**config.mk**
```make
export PLATFORM = sky130hd
export DESIGN_NAME = servo_sequencer
export DESIGN_NICKNAME = d
export VERILOG_FILES = /design/src/rtl/servo_sequencer.sv
export SDC_FILE = /design/constraint.sdc
export NUM_CORES = 1
export LEC_CHECK = 0
export CAP_MARGIN = 20
export CORE_MARGIN = 4
export CORE_UTILIZATION = 60
export DETAILED_ROUTE_END_ITERATION = 7
export PLACE_DENSITY = 0.87
export RECOVER_POWER = 25
export SLEW_MARGIN = 20
export SYNTH_ARGS = -nofsm -noshare
export SYNTH_HDL_FRONTEND = slang
export SYNTH_SLANG_ARGS = --single-unit
```
**constraint.sdc**
```tcl
create_clock -name clk -period 8.05 [get_ports clk]
set_clock_uncertainty 0.15 [all_clocks]
set_input_delay 2.0125 -clock clk [delete_from_list [all_inputs] [get_ports clk]]
set_output_delay 2.0125 -clock clk [all_outputs]
set_load 0.01 [all_outputs]
```
**src/rtl/servo_sequencer.sv**
```systemverilog
// Servo position sequencer: walks a table of target pulse widths and dwell times.
// It slews pulse_width toward each target by a bounded step per PWM frame and updates only at frame boundaries.
module servo_sequencer #(
  parameter int WIDTH        = 20,
  parameter int DEPTH        = 8,
  parameter int MIN_PULSE    = 25000,
  parameter int MAX_PULSE    = 125000,
  parameter int CENTER_PULSE = 75000,
  parameter int SLEW         = 2500,
  parameter int DWELL_W      = 8,
  localparam int AW          = $clog2(DEPTH)
) (
  input  logic               clk,
  input  logic               rst,
  input  logic               frame_start,
  input  logic               wr_en,
  input  logic [AW-1:0]      wr_addr,
  input  logic [WIDTH-1:0]   wr_pos,
  input  logic [DWELL_W-1:0] wr_dwell,
  input  logic [AW:0]        num_steps,
  input  logic               loop,
  input  logic               start,
  input  logic               stop,
  output logic [WIDTH-1:0]   pulse_width,
  output logic               busy,
  output logic               at_target,
  output logic [AW-1:0]      step_idx,
  output logic               done
);

  localparam logic [1:0] ST_IDLE  = 2'd0;
  localparam logic [1:0] ST_LOAD  = 2'd1;
  localparam logic [1:0] ST_SLEW  = 2'd2;
  localparam logic [1:0] ST_DWELL = 2'd3;

  localparam logic [WIDTH-1:0] MIN_W    = WIDTH'(MIN_PULSE);
  localparam logic [WIDTH-1:0] MAX_W    = WIDTH'(MAX_PULSE);
  localparam logic [WIDTH-1:0] CENTER_W = WIDTH'(CENTER_PULSE);
  localparam logic [WIDTH-1:0] SLEW_W   = WIDTH'(SLEW);
  localparam logic [WIDTH:0]   SLEW_MAG = (WIDTH+1)'(SLEW);
  localparam logic [AW:0]      DEPTH_S  = (AW+1)'(DEPTH);

  logic [WIDTH-1:0]   tbl_pos   [DEPTH];
  logic [DWELL_W-1:0] tbl_dwell [DEPTH];

  logic [1:0]         state;
  logic [AW:0]        run_steps;
  logic               run_loop;
  logic [WIDTH-1:0]   target;
  logic [DWELL_W-1:0] dwell_cnt;

  logic [1:0]         state_nx;
  logic [AW-1:0]      idx_nx;
  logic [AW:0]        steps_nx;
  logic               loop_nx;
  logic [WIDTH-1:0]   target_nx;
  logic [DWELL_W-1:0] dwell_nx;
  logic [WIDTH-1:0]   pw_nx;
  logic               done_nx;
  logic [AW:0]        steps_in;
  logic               last_step;

  function automatic logic [WIDTH-1:0] clamp_pos(input logic [WIDTH-1:0] p);
    logic [WIDTH-1:0] r;
    if (p < MIN_W) begin
      r = MIN_W;
    end else if (p > MAX_W) begin
      r = MAX_W;
    end else begin
      r = p;
    end
    return r;
  endfunction

  // One frame of slewing: land on the target when within one step, else move a full step toward it.
  function automatic logic [WIDTH-1:0] slew_step(input logic [WIDTH-1:0] cur,
                                                 input logic [WIDTH-1:0] tgt);
    logic signed [WIDTH:0] diff;
    logic [WIDTH:0]        mag;
    logic [WIDTH-1:0]      r;
    diff = $signed({1'b0, tgt}) - $signed({1'b0, cur});
    mag  = diff[WIDTH] ? $unsigned(-diff) : $unsigned(diff);
    if (mag <= SLEW_MAG) begin
      r = tgt;
    end else if (diff[WIDTH]) begin
      r = cur - SLEW_W;
    end else begin
      r = cur + SLEW_W;
    end
    return r;
  endfunction

  assign steps_in  = (num_steps > DEPTH_S) ? DEPTH_S : num_steps;
  assign last_step = ({1'b0, step_idx} >= (run_steps - (AW+1)'(1)));

  // Next-state and datapath decisions; stop overrides everything else.
  always_comb begin
    state_nx  = state;
    idx_nx    = step_idx;
    steps_nx  = run_steps;
    loop_nx   = run_loop;
    target_nx = target;
    dwell_nx  = dwell_cnt;
    pw_nx     = pulse_width;
    done_nx   = 1'b0;
    if (stop) begin
      state_nx = ST_IDLE;
    end else begin
      case (state)
        ST_IDLE: begin
          if (start && (num_steps != (AW+1)'(0))) begin
            state_nx = ST_LOAD;
            idx_nx   = {AW{1'b0}};
            steps_nx = steps_in;
            loop_nx  = loop;
          end else begin
            state_nx = ST_IDLE;
          end
        end
        ST_LOAD: begin
          target_nx = clamp_pos(tbl_pos[step_idx]);
          dwell_nx  = tbl_dwell[step_idx];
          state_nx  = ST_SLEW;
        end
        ST_SLEW: begin
          if (frame_start) begin
            pw_nx = slew_step(pulse_width, target);
            if (pw_nx == target) begin
              state_nx = ST_DWELL;
            end else begin
              state_nx = ST_SLEW;
            end
          end else begin
            state_nx = ST_SLEW;
          end
        end
        ST_DWELL: begin
          if (frame_start) begin
            if (dwell_cnt == {DWELL_W{1'b0}}) begin
              if (!last_step) begin
                idx_nx   = step_idx + AW'(1);
                state_nx = ST_LOAD;
              end else if (run_loop) begin
                idx_nx   = {AW{1'b0}};
                state_nx = ST_LOAD;
              end else begin
                done_nx  = 1'b1;
                state_nx = ST_IDLE;
              end
            end else begin
              dwell_nx = dwell_cnt - DWELL_W'(1);
            end
          end else begin
            state_nx = ST_DWELL;
          end
        end
        default: begin
          state_nx = ST_IDLE;
        end
      endcase
    end
  end

  // Table storage; writes land in any state and are only read back in LOAD.
  always_ff @(posedge clk) begin
    if (rst) begin
      for (int i = 0; i < DEPTH; i++) begin
        tbl_pos[i]   <= CENTER_W;
        tbl_dwell[i] <= {DWELL_W{1'b0}};
      end
    end else if (wr_en) begin
      tbl_pos[wr_addr]   <= wr_pos;
      tbl_dwell[wr_addr] <= wr_dwell;
    end
  end

  // Sequencer state and registered outputs.
  always_ff @(posedge clk) begin
    if (rst) begin
      state       <= ST_IDLE;
      step_idx    <= {AW{1'b0}};
      run_steps   <= {(AW+1){1'b0}};
      run_loop    <= 1'b0;
      target      <= CENTER_W;
      dwell_cnt   <= {DWELL_W{1'b0}};
      pulse_width <= CENTER_W;
      busy        <= 1'b0;
      at_target   <= 1'b0;
      done        <= 1'b0;
    end else begin
      state       <= state_nx;
      step_idx    <= idx_nx;
      run_steps   <= steps_nx;
      run_loop    <= loop_nx;
      target      <= target_nx;
      dwell_cnt   <= dwell_nx;
      pulse_width <= pw_nx;
      busy        <= (state_nx != ST_IDLE);
      at_target   <= (state_nx == ST_DWELL);
      done        <= done_nx;
    end
  end

endmodule

```
[Word-level counts from Yosys, hierarchy flattened]
Memories as Yosys holds them, arrays and structs flattened. A register that Yosys moved wholly into a read port is not among the register bits.
Cells that the tools add are included.
Storage, ports and cells
  RAM bits: 224
  bits of input ports: 42
  memories: 2
  register bits after elaboration: 61
Memory list
  tbl_pos: words 8, bits a word 20, rd ports 1, clocked after Yosys merged registers in 1, wr ports 8, RTL line 43  | logic [WIDTH-1:0] tbl_pos [DEPTH];
  tbl_dwell: words 8, bits a word 8, rd ports 1, clocked after Yosys merged registers in 1, wr ports 8, RTL line 44  | logic [DWELL_W-1:0] tbl_dwell [DEPTH];
Cells by class
  eq/ne operators: 10
  reductions and logical operators: 15
  $add $sub $neg: 7
  multiplexer cells: 43
  $lt $le $gt $ge: 5
  bitwise gates (word level): 5
Operator list (number)
  $mux 20: 8
  $mux 3: 11
  $mux 8: 3
  $le 21x12->1 const B: 1
  $mux 21: 1
  $neg 21->21: 1
  $sub 20x20->21: 1
  $add 20x12->20 const B: 1
  $eq 20x20->1: 1
  $gt 20x17->1 const B: 1
  $lt 20x15->1 const B: 1
  $reduce_or 20->1: 1
  $sub 20x12->20 const B: 1
  $pmux 8 s2: 1
  $mux 1: 12
  $logic_not 8->1: 1
  $mux 2: 4
  $ne 2x2->1 const B: 4
  $pmux 2 s4: 1
  $reduce_or 8->1: 1
  $sub 8x1->8 const B: 1
  $eq 2x2->1 const B: 3
  $pmux 3 s2: 1
  $reduce_and 3->1: 2
  other kinds (16): 22

[Longest topological paths before layout]
Gate-level depths: netlist (run 1).
  word-level depth: 14
  depth in mapped cells: 23
  gate-level depth less buffers: 21

[Least setup slack after synthesis (run 1)]
No wires, ideal clock.
  kind: register to register
  from: reg target[0]
  to: reg busy
  required time: 7.816 ns
  cell stages (with the launch flop): 23
  path slack: 2.387 ns
  data arrival time: 5.429 ns
  setup time: 0.084 ns
  path buffers: 1
  path through: dfxtp_1 -> inv_1 -> ha_1 -> fa_1 -> nor2b_1 -> o21ai_1 -> a2111oi_0 -> nor3_2 -> o21ai_2 -> inv_2 -> buf_2 -> fa_1 -> a21oi_1 -> nor2b_1 -> a2111oi_0 -> o311a_1 -> o21ai_1 -> o41ai_1 -> xnor3_1 -> nor4_1 -> nor3_1 -> o31a_1 -> o31ai_2
On the way
  longest elaborated chain between the ends: 14
  elaborated cells on any way between the ends: 15
RTL lines
  start, declared: RTL line 49  | logic [WIDTH-1:0] target;
  start signal, assigned: RTL line 195  | target <= target_nx;
  $sub 20x20->21: RTL line 81  | diff = $signed({1'b0, tgt}) - $signed({1'b0, cur});
  $neg 21->21: RTL line 82  | mag = diff[WIDTH] ? $unsigned(-diff) : $unsigned(diff);
  $mux 21: RTL line 82
  $le 21x12->1: RTL line 83  | if (mag <= SLEW_MAG) begin
  $mux 20: RTL line 83
  $mux 20: RTL line 126  | if (frame_start) begin
  $mux 20: RTL line 109  | case (state)
  $mux 20: RTL line 106  | if (stop) begin
  $eq 20x20->1 (*): RTL line 128  | if (pw_nx == target) begin
  $mux 1 (*): RTL line 128
  $mux 2 (*): RTL line 126
  $pmux 2 s4 (*): RTL line 109
  $mux 2 (*): RTL line 106
  $reduce_bool 2->1 (*): RTL line 198  | busy <= (state_nx != ST_IDLE);
  end signal, assigned: RTL line 198
  end, declared: RTL line 25  | output logic busy,
Mark *: on every way between the ends. The rest lies on a longest branch, timed or not. The select of a mux whose other input is x is not followed.
A chain may end at the register's enable or synchronous reset.

[Final worst setup path (run 1)]
Same ends and word-level chain as after synthesis.

==> results of run 1 <==
[worst min-delay path by stage]
stage	end	slack, ps	start
4_1_cts	run_loop	310	run_loop
3_5_place_dp	run_loop	300	run_loop
3_3_place_gp	run_loop	290	run_loop
6_report	run_loop	310	run_loop
2_1_floorplan	run_loop	290	run_loop
5_1_grt	run_loop	350	run_loop
[critical path, stage by stage (launching register included)]
cell and delay (ps):
dfxtp_1 400, inv_1 60, ha_1 200, fa_1 420, nor2b_1 220, o21ai_1 140, a2111oi_0 580, nor3_2 160
o21ai_2 510, inv_2 370, ha_1 530, and4_1 210, a2111oi_0 420, a21boi_1 460, o22ai_1 190, o22ai_1 280
xnor3_1 270, or3_1 360, nor4_1 290, nor3_1 80, o31a_1 140, o31ai_2 210
[routing by layer]
layer | share of wire | up-vias | global-route usage
met1 | 0.39 | 5967 | 0.379
met3 | 0.086 | 89 | 0.0418
met2 | 0.50 | 604 | 0.488
met4 | 0.028 | 0 | 0.0885
li1 | - | 5497 | -
met5 | 0 | - | 0
[registers in the layout, summed over array words and instances, names as in the netlist, named ones only]
| signal | count |
|---|---|
| busy | 1 |
| state | 2 |
| at_target | 1 |
| tbl_dwell | 64 |
| target | 20 |
| run_loop | 1 |
| pulse_width | 20 |
| done | 1 |
| dwell_cnt | 8 |
| tbl_pos | 160 |
| step_idx | 3 |
| run_steps | 4 |
[cells in the mapped netlist, drive strengths merged, types with 6 or more instances]
cell	instances
a2111oi	7
a211oi	8
a21o	16
a21oi	73
a22oi	9
a311oi	8
a31oi	8
and2	170
and3	8
buf	20
clkbuf	69
dfxtp	64
edfxtp	224
ha	42
inv	36
mux2	15
mux2i	21
mux4	51
nand2	65
nand2b	35
nand3	17
nand3b	10
nand4	16
nor2	93
nor2b	13
nor3	52
nor4	10
o211ai	14
o21a	7
o21ai	51
o22ai	7
o31ai	6
or2	16
or3	60
xnor2	25
xor2	21
[power breakdown]
part | switching [uW] | internal (uW) | total, uW
sequential | 31.3 | 1680 | 1710
clock | 561 | 734 | 1300
combinational | 638 | 393 | 1030
total | 1230 | 2810 | 4040
[stage by stage]
| step | utilization | hold slack [ps] | area, sq um | power [uW] | setup WS (ps) |
|---|---|---|---|---|---|
| after floorplan | - | 287 | 16200 | 2470 | 2390 |
| after global placement | 0.650 | 293 | 17100 | 2730 | 1900 |
| after detailed placement | 0.650 | 299 | 17100 | 2750 | 1450 |
| after CTS | 0.684 | 308 | 18000 | 4020 | 1400 |
| after global routing | 0.684 | 346 | 18000 | 4210 | 600 |
| final | 0.684 | 306 | 18000 | 4040 | 1290 |
[layout make-up]
class / instances / area (sq um)
sequential: 288 / 8010
clock inverter: 20 / 188
fill: 1906 / 8310
clock buffer: 31 / 712
timing repair buffer: 85 / 777
tap: 335 / 419
inverter: 36 / 135
multi-input combinational: 1040 / 7730
[cells by family (layout without fill, tap and decap cells)]
kind of cell               count (synthesis)  in the layout
AOI/OAI and AO/OA                        275            275
xor gates and xnor gates                  50             50
adders and majority gates                 44             44
buffers and inverters                    125            172
DFF                                      288            288
muxes                                     87             87
and+or+nand+nor                          584            584
==> results.toml, run 1 <==
[synth]
ys_seq_elements = 288
synth_top_area_share = 0.415
ys_warn_count = 0
synthXorXnorAreaFrac = 0.0304
synth.largest_area_cell = "edfxtp_1"
synth_compound_gate_area_share = 0.116
synth_seq_area_share = 0.494
synth_top_family_by_area = "simple AND/OR/NAND/NOR gates"
ys_types = 82
synth.area.mux_share = 0.0943
yosys.area_share.simple = 0.200
async_reset_ff_frac = 0
synth_cells = 1453
synthTopCellsByArea = "edfxtp_1 42%, dfxtp_1 7.9%, mux4_2 7.1%"
synthesis.area_sq_mm = 0.0162
syn_avg_cell_area_sq_um = 11.1
synth_nets = 1539
synthFlopType = "edfxtp_1"
synth-edff-count = 224
synthAdderAreaFrac = 0.0349

[detailed_routing]
drtPass1Iterations = 5
num_vias = 12157
vias_per_cell = 6.63
drc = 0
drt_iter0_drc = 1432
wl_per_cell_um = 23.1
final_antenna_net_count = 0
postRouteWirelength_mm = 42.4

[clocking]
cts_num_sinks = 288
clk-insertion-delay-late_ps = 560
cts_hold_buffers = 0
path_clk_slew_ps = 70
cts-root-buf = "clkbuf_16"
ctsResizeCount = 0
cts_buffer_depth = 3
cts_setup_buffers = 0
cts_buffers = 28
cts_max_level = 1
cts_tree = "done"

[grt]
grt_usage = 0.285
grt_max_degree = 49
grt_pass1_vias = 12018
grt_pass1_wl_mm = 66.4
grt_overflow = 0
antenna_found_initial = 0

[worst_setup_path]
worst_ep_required_time_ps = 8370
crit_fanout = 24
rrSetupSlack_ps = 1290
critical_path_class = "reg2reg"
cp.arrival_ps = 7080
crit_start = "target[0]"
start_kind = "flop"
r2r_cells = 21
end_kind = "flop"
crit-reg2reg-launch = "target[0]"
crit_path_end = "busy"
timing.rr.end = "busy"

[sta]
final_max_slew_viol_count = 113
post-route-min-period_ps = 6760
rsz0062_at_grt = "no"
fmax_mhz = 148
setup_viol = 0
tns_ps = 0
tightestPinTransition_ps = 2120
relSlewSlack = -0.416
period_share = 0.840
finalHoldViolCount = 0

[place]
routabilityCongestion = 0.944
placedCellCount = 1783
io_buffers = 67
post-dp-hpwl_mm = 27.7

[floorplan]
die_w_um = 172
die-area_sq_mm = 0.0297
initial_core_util = 0.616
dieHeight_um = 172
num_rows = 59
ios = 68
core_area_sq_mm = 0.0263

[final_layout]
area_growth_pct = 11.0
drive_gt1_frac = 0.101
antenna_cells = 0
mostFrequentLayoutCell = "edfxtp_1"
nNetsFinal = 1565
fin_cells = 1835
final_cell_mix = "224 x edfxtp_1, 131 x and2_1, 93 x nor2_1, 72 x a21oi_1, 65 x nand2_1"

[power]
irDropWorstVdd_uv = 204
p_per_area_mw_per_mm2 = 225
p_leak_uw = 0.00626

[worst_hold_path]
worstHoldPathType = "reg2reg"
hold_depth = 2

[status]
status = "finished with violations"
violations = "max-capacitance violations, max-slew violations"

[flow_run]
maxCapViolations = 3
Note: power is estimated with default switching activity, not from simulation.
==> run 2: changes to the inputs <==
clock period = 6.7 ns   (was 8.05 ns; I/O delays follow)
==> results.toml, run 2 (synthesis gave the netlist of run 1 again) <==
[detailed_routing]
postRouteWirelength_mm = 42.5
drt_iter0_drc = 1151
final_antenna_net_count = 0
num_vias = 11972
vias_per_cell = 6.50
drc = 0
wl_per_cell_um = 23.1
drtPass1Iterations = 5

[worst_setup_path]
crit-reg2reg-launch = "target[0]"
slowest_delay_ps = 540
r2r_cells = 21
start_kind = "flop"
end_kind = "flop"
worst_ep_required_time_ps = 7020
critical_path_class = "reg2reg"
crit_path_top_delay_cell = "a2111oi_0"
crit_fanout = 16
crit_chain = "inv_1, ha_1, fa_1, nor2b_1, o21ai_1, a2111oi_0, nor3_2, o21ai_2, inv_2, ha_1, and4_1, a2111oi_0, a21boi_1, o22ai_1, o22ai_1, xnor3_1, or3_1, nor4_1, nor3_1, o31a_1, o31ai_2"
crit_buf_inv = 2
rrSetupSlack_ps = 610
cp.arrival_ps = 6410
cp_top_family = "compound AO/OA/AOI/OAI gates"
timing.rr.end = "busy"

[sta]
hold_slack_ps = 315
final_max_slew_viol_count = 108
fmax_mhz = 164
post-route-min-period_ps = 6090
period_share = 0.909
rsz0062_at_grt = "no"
finalHoldViolCount = 0
relSlewSlack = -1.35
tightestPinTransition_ps = 3520
tns_ps = 0
setup_viol = 0

[floorplan]
die_w_um = 172
initial_core_util = 0.616
core_area_sq_mm = 0.0263
die-area_sq_mm = 0.0297
dieHeight_um = 172
ios = 68
num_rows = 59

[final_layout]
antenna_cells = 0
final_util = 0.686
final_cell_mix = "224 x edfxtp_1, 133 x and2_1, 93 x nor2_1, 71 x a21oi_1, 65 x nand2_1"
area_growth_pct = 11.3
largest_reg_flops = 160
drive_gt1_frac = 0.106
largest-register = "tbl_pos"
nNetsFinal = 1569
reg_top3 = "tbl_pos x160, tbl_dwell x64"
mostFrequentLayoutCell = "edfxtp_1"

[status]
violations = "max-capacitance violations, max-slew violations"
status = "finished with violations"

[power]
irDropWorstVdd_uv = 238
pwr-share-comb = 0.253
power.share.clock = 0.327
p_sw_frac = 0.310
p_leak_uw = 0.00630
p_seq_frac = 0.420
p_per_area_mw_per_mm2 = 271
p_int_uw = 3380
switchingPower_uw = 1520

[clocking]
cts_setup_buffers = 0
clk-insertion-delay-late_ps = 570
cts_hold_buffers = 0
cts_buffers = 29
path_clk_slew_ps = 60
cts_num_sinks = 288
cts_max_level = 1
cts_buffer_depth = 3
ctsResizeCount = 0
cts_tree = "done"
cts-root-buf = "clkbuf_16"

[grt]
grt_usage = 0.287
grt_pass1_vias = 12095
grt_pass1_wl_mm = 66.4
antenna_found_initial = 1
grt_overflow = 0
grt_max_degree = 79

[flow_run]
maxCapViolations = 2

[worst_hold_path]
hold_depth = 2
hold_start = "run_loop"
hold_end = "run_loop"
worstHoldPathType = "reg2reg"

[place]
routabilityCongestion = 0.941
io_buffers = 67
post-dp-hpwl_mm = 27.3
-- run 2: cell types whose count changed in the layout (fill, tap and decap cells not counted), moves of 2 or more --
cell | before | now
clkinv_2 | 5 | 7
clkbuf_1 | 10 | 8
and2_1 | 131 | 133
buf_4 | 12 | 15
clkinv_4 | 1 | 3
and2_0 | 39 | 37
-- run 2: tightest hold or removal path, delay by kind of cell (launching register included) --
family | cells | cell delay (ps)
simple gates | 1 | 50
compound gates | 1 | 60
flops | 1 | 310
-- run 2: final cells by class --
| class | count | area [sq um] |
|---|---|---|
| clock buffer | 31 | 733 |
| clock inverter | 23 | 191 |
| fill | 1850 | 8260 |
| inverter | 36 | 135 |
| multi-input combinational | 1040 | 7720 |
| sequential | 288 | 8010 |
| tap | 335 | 419 |
| timing repair buffer | 88 | 811 |
-- run 2: worst max path at each step --
stage	endpoint	from	slack, ps	cells after the start
2_1_floorplan	busy	target[0]	1040	22
4_1_cts	busy	target[0]	690	21
6_report	busy	target[0]	610	21
3_3_place_gp	busy	target[0]	910	21
5_1_grt	busy	target[0]	40	21
3_5_place_dp	busy	target[0]	740	21
-- run 2: power groups by stage --
stage          Combinational [uW]  Sequential [uW]  Clock (uW)
3_5_place_dp                 1200             2090           0
3_3_place_gp                 1200             2080           0
2_1_floorplan                 890             2080           0
4_1_cts                      1210             2060        1600
5_1_grt                      1340             2060        1690
6_report                     1240             2060        1600
-- run 2: routing by layer --
metal  track usage  part of all wire  up-vias
met2         0.502              0.50      562
met5             0           0.00047        -
met3        0.0444             0.081       96
li1              -                 -     5500
met4        0.0841             0.026        2
met1         0.372              0.39     5812
-- run 2: through the flow --
stage | total power [uW] | instances | setup WS [ps] | cell area [sq um]
final | 4890 | 1841 | 609 | 18000
after global routing | 5090 | 1841 | 39.0 | 18000
after CTS | 4870 | 1840 | 694 | 18000
after detailed placement | 3300 | 1786 | 740 | 17100
after global placement | 3280 | 1786 | 914 | 17100
after floorplan | 2970 | 1453 | 1040 | 16200
==> run 3: changes to the inputs <==
HOLD_SLACK_MARGIN = 0.12   (was not set)
RECOVER_POWER = 100   (was 25)
==> results.toml, run 3 (synthesis gave the netlist of run 1 again) <==
[sta]
post-route-min-period_ps = 6240
tightestPinTransition_ps = 3520
finalHoldViolCount = 0
period_share = 0.931
relSlewSlack = -1.35
tns_ps = 0
final_max_slew_viol_count = 377
setup_viol = 0
layout_setup_ws_ps = 460
rsz0062_at_grt = "no"
fmax_mhz = 160

[worst_setup_path]
crit_path_top_delay_cell = "nor3_1"
crit_chain = "ha_1, a21o_1, a32oi_2, o22ai_1, nor3_1, o21ai_2, inv_2, ha_1, and4_1, a2111oi_0, a21boi_1, o22ai_1, o22ai_1, xnor3_1, or3_1, nor4_1, nor3_1, o31a_1, o31ai_2"
start_kind = "flop"
rrSetupSlack_ps = 460
cp.arrival_ps = 6560
crit-reg2reg-launch = "target[7]"
critical_path.most_common_cell = "o22ai_1"
crit_start = "target[7]"
end_kind = "flop"
slowest_delay_ps = 650
critical_path_class = "reg2reg"
crit_fanout = 16
worst_ep_required_time_ps = 7020

[final_layout]
largest_reg_flops = 160
largest-register = "tbl_pos"
final_util = 0.684
area_growth_pct = 11.0
antenna_cells = 0
nNetsFinal = 1569
drive_gt1_frac = 0.0956
mostFrequentLayoutCell = "edfxtp_1"
fill_cells = 1859
reg_top3 = "tbl_pos x160, tbl_dwell x64"
final_cell_mix = "224 x edfxtp_1, 117 x and2_0, 93 x nor2_1, 71 x a21oi_1, 65 x nand2_1"
fin_cells = 1841

[floorplan]
dieHeight_um = 172
die-area_sq_mm = 0.0297
die_w_um = 172
ios = 68
core_area_sq_mm = 0.0263
initial_core_util = 0.616
num_rows = 59

[power]
total_power_uw = 4880
p_leak_uw = 0.00621
p_per_area_mw_per_mm2 = 272
irDropWorstVdd_uv = 235

[place]
dp_slack_ps = 740
placedCellCount = 1786
routabilityCongestion = 0.941
io_buffers = 67
post-dp-hpwl_mm = 27.3

[clocking]
cts_hold_buffers = 0
cts_buffers = 29
clk-insertion-delay-late_ps = 570
cts_buffer_depth = 3
cts_num_sinks = 288
cts_setup_buffers = 0
cts_tree = "done"
cts_max_level = 1
ctsResizeCount = 0
path_clk_slew_ps = 70
cts-root-buf = "clkbuf_16"

[grt]
antenna_found_initial = 1
grt_pass1_vias = 12095
grt_usage = 0.287
grt_pass1_wl_mm = 66.4
grt_overflow = 0
grt_max_degree = 79

[status]
violations = "max-capacitance violations, max-slew violations"
status = "finished with violations"

[detailed_routing]
drtPass1Iterations = 7
wl_per_cell_um = 23.1
drt_iter0_drc = 1105
vias_per_cell = 6.51
num_vias = 11988
drc = 0
postRouteWirelength_mm = 42.6
final_antenna_net_count = 0

[flow_run]
maxCapViolations = 12

[worst_hold_path]
hold_start = "run_loop"
worstHoldPathType = "reg2reg"
-- run 3: cell types whose count changed in the layout (fill, tap and decap cells not counted), sizes merged --
| cell | previous run | this run |
|---|---|---|
| dlygate4sd3 | 6 | 28 |
| clkdlybuf4s50 | 60 | 38 |
| buf | 16 | 12 |
| clkbuf | 37 | 41 |
-- run 3: path summary, 6_finish.rpt --
check	end	cells after the start
worst min-delay path	run_loop	2
worst max register to register	busy	19
worst min register to register	run_loop	2
worst max-delay path	busy	19
-- run 3: metal layers --
| layer | wire (um) | global-route usage | share of wire | up-vias |
|---|---|---|---|---|
| met3 | 3250 | 0.0444 | 0.076 | 89 |
| met2 | 21400 | 0.502 | 0.50 | 513 |
| li1 | - | - | - | 5507 |
| met4 | 1090 | 0.0841 | 0.026 | 2 |
| met1 | 16800 | 0.372 | 0.39 | 5877 |
| met5 | 13 | 0 | 0.00031 | - |
-- run 3: report_power, final --
| group | switching [uW] | internal, uW |
|---|---|---|
| clock network | 719 | 878 |
| registers | 37.3 | 2020 |
| logic | 756 | 473 |
-- run 3: per-stage QoR --
| stage | instance area, sq um | hold WS, ps |
|---|---|---|
| after floorplan | 16200 | 287 |
| after CTS | 18000 | 316 |
| after global routing | 18000 | 354 |
| after detailed placement | 17100 | 308 |
| final | 18000 | 315 |
| after global placement | 17100 | 293 |
-- run 3: layout make-up --
type                            instances  area [sq um]  area share
Inverter                               36           135     0.00752
Multi-Input combinational cell       1040          7690       0.428
Clock inverter                         23           191      0.0107
Sequential cell                       288          8010       0.446
Tap cell                              335           419      0.0233
Timing Repair Buffer                   88           796      0.0443
Clock buffer                           31           733      0.0408
-- run 3: worst max-delay path, delay by kind of cell, from the launching register on --
family | cells | cell delay [ps]
xor gates and xnor gates | 1 | 260
buffers and inverters | 1 | 300
adders and majority gates | 2 | 830
AOI/OAI and AO/OA | 10 | 2510
and+or+nand+nor | 5 | 1630
DFF | 1 | 500
